### src/rtl/mod_counter_if.sv
// Control and status bundle for mod_counter.
// The counter is the slave and the controlling block is the master.
interface mod_counter_if #(
  parameter int WIDTH      = 8,
  parameter int PRESCALE_W = 4
);
  logic                  set;
  logic [WIDTH-1:0]      d_in;
  logic                  en;
  logic                  dir;
  logic                  sat;
  logic [WIDTH-1:0]      limit;
  logic [PRESCALE_W-1:0] prescale;
  logic [WIDTH-1:0]      cmp_val;
  logic                  clr_ovf;
  logic [WIDTH-1:0]      q_out;
  logic                  tc;
  logic                  cmp_match;
  logic                  ovf;

  modport master (
    output set, d_in, en, dir, sat, limit, prescale, cmp_val, clr_ovf,
    input  q_out, tc, cmp_match, ovf
  );

  modport slave (
    input  set, d_in, en, dir, sat, limit, prescale, cmp_val, clr_ovf,
    output q_out, tc, cmp_match, ovf
  );
endinterface

### src/rtl/mod_counter.sv
// Loadable up/down counter with programmable limit, wrap/saturate mode,
// prescaler, compare output and sticky overflow flag.
module mod_counter #(
  parameter int WIDTH      = 8,
  parameter int PRESCALE_W = 4
) (
  input  logic           clk,
  input  logic           rst_n,
  mod_counter_if.slave   bus
);

  logic [WIDTH-1:0]      q;
  logic [PRESCALE_W-1:0] pcnt;
  logic                  tc_r;
  logic                  ovf_r;

  logic                  step;
  logic                  bound;
  logic [WIDTH-1:0]      q_nxt;

  // >= rather than == so lowering prescale mid-period steps right away.
  assign step = bus.en && !bus.set && (pcnt >= bus.prescale);

  always_comb begin
    bound = 1'b0;
    q_nxt = q;
    if (bus.dir) begin
      if (q < bus.limit) begin
        q_nxt = q + 1'b1;
      end else begin
        bound = 1'b1;
        q_nxt = bus.sat ? bus.limit : '0;
      end
    end else begin
      if (q != '0) begin
        q_nxt = q - 1'b1;
      end else begin
        bound = 1'b1;
        q_nxt = bus.sat ? '0 : bus.limit;
      end
    end
  end

  always_ff @(posedge clk or negedge rst_n) begin
    if (!rst_n) begin
      q    <= '0;
      pcnt <= '0;
      tc_r <= 1'b0;
    end else if (bus.set) begin
      q    <= bus.d_in;
      pcnt <= '0;
      tc_r <= 1'b0;
    end else if (bus.en) begin
      if (step) begin
        q    <= q_nxt;
        pcnt <= '0;
        tc_r <= bound;
      end else begin
        pcnt <= pcnt + 1'b1;
        tc_r <= 1'b0;
      end
    end else begin
      tc_r <= 1'b0;
    end
  end

  // A bound event beats a simultaneous clear so no overflow is ever lost.
  always_ff @(posedge clk or negedge rst_n) begin
    if (!rst_n)              ovf_r <= 1'b0;
    else if (step && bound)  ovf_r <= 1'b1;
    else if (bus.clr_ovf)    ovf_r <= 1'b0;
  end

  assign bus.q_out     = q;
  assign bus.tc        = tc_r;
  assign bus.ovf       = ovf_r;
  assign bus.cmp_match = (q == bus.cmp_val);

endmodule

### src/flat_wrapper.sv
// flat-port wrapper written by rule: the top's interface ports become plain ports
module mod_counter_flat 
#(
  parameter int WIDTH      = 8,
  parameter int PRESCALE_W = 4
)
  (clk, rst_n, bus_set, bus_d_in, bus_en, bus_dir, bus_sat, bus_limit, bus_prescale, bus_cmp_val, bus_clr_ovf, bus_q_out, bus_tc, bus_cmp_match, bus_ovf);
  mod_counter_if #(.WIDTH(WIDTH), .PRESCALE_W(PRESCALE_W)) bus_i ();
  input  logic clk;
  input  logic rst_n;
  input wire logic [$bits(bus_i.set)-1:0] bus_set;
  input wire logic [$bits(bus_i.d_in)-1:0] bus_d_in;
  input wire logic [$bits(bus_i.en)-1:0] bus_en;
  input wire logic [$bits(bus_i.dir)-1:0] bus_dir;
  input wire logic [$bits(bus_i.sat)-1:0] bus_sat;
  input wire logic [$bits(bus_i.limit)-1:0] bus_limit;
  input wire logic [$bits(bus_i.prescale)-1:0] bus_prescale;
  input wire logic [$bits(bus_i.cmp_val)-1:0] bus_cmp_val;
  input wire logic [$bits(bus_i.clr_ovf)-1:0] bus_clr_ovf;
  output wire logic [$bits(bus_i.q_out)-1:0] bus_q_out;
  output wire logic [$bits(bus_i.tc)-1:0] bus_tc;
  output wire logic [$bits(bus_i.cmp_match)-1:0] bus_cmp_match;
  output wire logic [$bits(bus_i.ovf)-1:0] bus_ovf;
  assign bus_i.set = bus_set;
  assign bus_i.d_in = bus_d_in;
  assign bus_i.en = bus_en;
  assign bus_i.dir = bus_dir;
  assign bus_i.sat = bus_sat;
  assign bus_i.limit = bus_limit;
  assign bus_i.prescale = bus_prescale;
  assign bus_i.cmp_val = bus_cmp_val;
  assign bus_i.clr_ovf = bus_clr_ovf;
  assign bus_q_out = bus_i.q_out;
  assign bus_tc = bus_i.tc;
  assign bus_cmp_match = bus_i.cmp_match;
  assign bus_ovf = bus_i.ovf;
  mod_counter #(.WIDTH(WIDTH), .PRESCALE_W(PRESCALE_W)) u_core (.clk(clk), .rst_n(rst_n), .bus(bus_i));
endmodule
### config.mk
export PLATFORM = sky130hd
export DESIGN_NAME = mod_counter_flat
export DESIGN_NICKNAME = d
export VERILOG_FILES = /design/src/rtl/mod_counter_if.sv /design/src/rtl/mod_counter.sv /design/src/flat_wrapper.sv
export SDC_FILE = /design/constraint.sdc
export NUM_CORES = 1
export LEC_CHECK = 0
export CORE_MARGIN = 1.5
export CORE_UTILIZATION = 44
export CTS_CLUSTER_DIAMETER = 30
export CTS_CLUSTER_SIZE = 8
export DETAILED_ROUTE_END_ITERATION = 10
export PLACE_DENSITY = 0.79
export SYNTH_ARGS = -nofsm -noshare
export SYNTH_HDL_FRONTEND = slang
export SYNTH_SLANG_ARGS = --single-unit
export TNS_END_PERCENT = 50
### constraint.sdc
create_clock -name clk -period 2.25 [get_ports clk]
set_input_delay 0.5625 -clock clk [delete_from_list [all_inputs] [get_ports clk]]
set_output_delay 0.5625 -clock clk [all_outputs]
set_load 0.05 [all_outputs]
==> results.sh <==
export IMPL_status="finished clean"
export IMPL_grt_ovfl_total=0
export IMPL_row_count=21
export IMPL_critPathMaxStageDelay_ns=0.57
export IMPL_drtIter0Drc=146
export IMPL_drive_gt1_frac=0.317
export IMPL_slew_headroom=0.661
export IMPL_first_global_vias=1782
export IMPL_crit_fanout=4
export IMPL_setup_viol=0
export IMPL_cts_root_buf="clkbuf_4"
export IMPL_synth_edf_count=0
export IMPL_p_leak_nw=1.09
export IMPL_rsz0062_at_grt="true"
export IMPL_grt_use_total=0.276
export IMPL_arrival_ns=2.41
export IMPL_cpMaxStageDelayCell="or4_4"
export IMPL_skew_ns=0.00105
export IMPL_fillers=258
export IMPL_critPathCaptureType="register"
export IMPL_seq_area_um2=358
export IMPL_path_buf_inv=0
export IMPL_synth_net_count=246
export IMPL_multiInputGateArea_mm2=0.00122
export IMPL_cts_tree="done"
export IMPL_nNetsFinal=322
export IMPL_worstHoldPathType="register to register"
export IMPL_cp_required_ns=2.43
export IMPL_clock_sinks=14
export IMPL_synth_cell_type_count=48
export IMPL_routedWlPerCell_um=16.9
export IMPL_syn_area_per_cell_um2=8.19
export IMPL_final_hold_violation_count=0
export IMPL_final_util=0.731
export IMPL_netlist_area_leader_share=0.218
export IMPL_netlist_area_mm2=0.00161
export IMPL_crit_family="simple AND/OR/NAND/NOR gates"
export IMPL_grt_pass1_wl_mm=8.72
export IMPL_swShare=0.397
export IMPL_path_clk_slew_ns=0.09
export IMPL_dieArea_mm2=0.00402
export IMPL_cap_violations=0
export IMPL_ios=46
export IMPL_yosysWarningCount=0
export IMPL_path_class="register to register"
export IMPL_fmaxAchievable_ghz=0.449
export IMPL_via_count=1857
export IMPL_yosysMostFrequentCell="inv_1"
export IMPL_numCtsBuffers=3
export IMPL_power_internal_mw=0.661
export IMPL_async_reset_ff_frac=1.00
export IMPL_final_cells=317
export IMPL_coreArea_mm2=0.00342
export IMPL_fp_dieH_um=63.4
export IMPL_post_route_drc_count=0
export IMPL_ctsHoldBuffers=0
export IMPL_dieWidth_um=63.4
export IMPL_area_growth_pct=55.6
export IMPL_whs_ns=0.550
export IMPL_tns_ns=0
export IMPL_yosys_top_cells_count="inv_1, ha_1, nand2_1, dfrtp_1"
export IMPL_layout_min_cycle_time_ns=2.23
export IMPL_synth_seq_cells=14
export IMPL_yosys_area_top_type="dfrtp_1"
export IMPL_worstPathCellList="or4_4, nor4b_4, nor2_1, a311oi_1, a31oi_1, a221o_1"
export IMPL_wl_mm=5.37
export IMPL_power_frac_clock=0.173
export IMPL_clk_path_buf_depth=2
export IMPL_ys_flop_type="dfrtp_1"
export IMPL_ir_drop_v=0.000375
export IMPL_pwr_share_seq=0.272
export IMPL_initial_core_util=0.470
export IMPL_place_inst=309
export IMPL_pwr_density_cell_mw_per_mm2=439
export IMPL_post_route_period_util=0.990
export IMPL_grt_max_degree=22
export IMPL_diodes=0
export IMPL_yosysSeqAreaShare=0.218
export IMPL_p_switching_mw=0.435
export IMPL_tightest_slew_ns=0.507
export IMPL_ant_nets=0
export IMPL_maxSlewViolCount=0
export IMPL_synthCells=196
export IMPL_synth_area_leaders="dfrtp_1, ha_1, xnor2_1"
export IMPL_dp_hpwl_mm=3.90
export IMPL_clk_latency_ns=0.29
export IMPL_first_pass_iters=4
export IMPL_startpoint_type="register"
export IMPL_place_congestion=0.951
export IMPL_port_buffers=45
export IMPL_pwr_share_comb=0.555
export IMPL_h_tree_depth=1
export IMPL_viasPerCell=5.86
export IMPL_antenna_found_initial=0
cell type report:
class                      count  share of cell area
multi-input combinational    149               0.487
sequential                    14               0.143
timing repair buffer          85               0.303
tap                           46              0.0230
inverter                      19              0.0286
clock buffer                   4              0.0145
power groups by stage:
stage | Clock [mW] | Sequential, mW | Combinational (mW)
global route | 0.208 | 0.300 | 0.654
floorplan | 0 | 0.350 | 0.266
finish | 0.189 | 0.298 | 0.609
global placement | 0 | 0.296 | 0.536
detailed placement | 0 | 0.297 | 0.546
CTS | 0.195 | 0.296 | 0.573
routing by layer:
| metal | global-route usage | routed length, um | part of all wire |
|---|---|---|---|
| met5 | 0 | 0 | 0 |
| met2 | 0.472 | 2600 | 0.48 |
| met3 | 0.0393 | 463 | 0.086 |
| met4 | 0.0679 | 62 | 0.012 |
| met1 | 0.365 | 2240 | 0.42 |
cell usage in the layout, fill, tap and decap left out, types with 2 or more instances in the layout:
master           count
a21oi_1              4
buf_6                4
ha_1                 9
nand3_1             12
xor2_1               9
inv_1               14
dlymetal6s2s_1       3
buf_4               39
clkdlybuf4s50_1     29
o211ai_1             2
a31oi_1              3
nor3_1               5
a311oi_1             2
a221oi_2             2
nor2_1              11
nand2b_1             4
xnor2_1             10
o21ai_0              3
nand4_1              8
ha_4                 5
clkbuf_4             3
o31ai_2              2
and3_1               3
nand2_1             15
o31a_1               3
dfrtp_2              6
a21oi_2              4
dfrtp_1              8
o21ai_1              5
inv_2                4
nand3b_1             2
dlygate4sd2_1        7
kinds of logic (layout without fill, tap and decap cells):
group	Yosys count	after routing	share of synthesized area
DFF	14	14	0.218
AOI/OAI and AO/OA	47	47	0.227
and+or+nand+nor	64	64	0.210
adders and majority gates	15	15	0.117
buffers and inverters	33	108	0.0951
muxes	4	4	0.0288
xor gates and xnor gates	19	19	0.104
registers in the layout, indices dropped and copies added (netlist names):
| name | count |
|---|---|
| u_core.bus.q_out | 8 |
| u_core.pcnt | 4 |
| u_core.bus.tc | 1 |
| u_core.bus.ovf | 1 |
metrics by stage:
step                setup WS, ns  total power, mW  area, um^2
finish                    0.0229             1.10        2500
global route             -0.0662             1.16        2500
global placement          -0.567            0.833        2310
floorplan                -0.0975            0.616        1620
CTS                      0.00354             1.06        2430
detailed placement        -0.610            0.844        2310
tightest hold or removal path, delay by kind of cell, from the launching register on:
| kind | cells | cell delay (ns) |
|---|---|---|
| AO/OA/AOI/OAI | 1 | 0.06 |
| flip-flops | 1 | 0.39 |
| buffers and inverters | 1 | 0.06 |
final timing paths:
kind / to / cells past startpoint / start / slack [ns]
worst max-delay path: u_core.bus.q_out[1]$_DFFE_PN0P_ / 6 / u_core.bus.q_out[4]$_DFFE_PN0P_ / 0.02
worst min-delay path: u_core.bus.ovf$_DFFE_PN0P_ / 2 / u_core.bus.ovf$_DFFE_PN0P_ / 0.55
worst max register to register: u_core.bus.q_out[1]$_DFFE_PN0P_ / 6 / u_core.bus.q_out[4]$_DFFE_PN0P_ / 0.02
worst min register to register: u_core.bus.ovf$_DFFE_PN0P_ / 2 / u_core.bus.ovf$_DFFE_PN0P_ / 0.55
max in group asynchronous: u_core.bus.q_out[5]$_DFFE_PN0P_ / 2 / rst_n / 1.48
min in group asynchronous: u_core.pcnt[0]$_DFFE_PN0P_ / 2 / rst_n / 0.58
timing repair:
item / in CTS / in global routing
resized for setup: 28 / 14
setup buffers: 1 / 3
pin swaps: 13 / 15
setup endpoints to repair: 11 / 11
(Power assumes the default switching activity.)
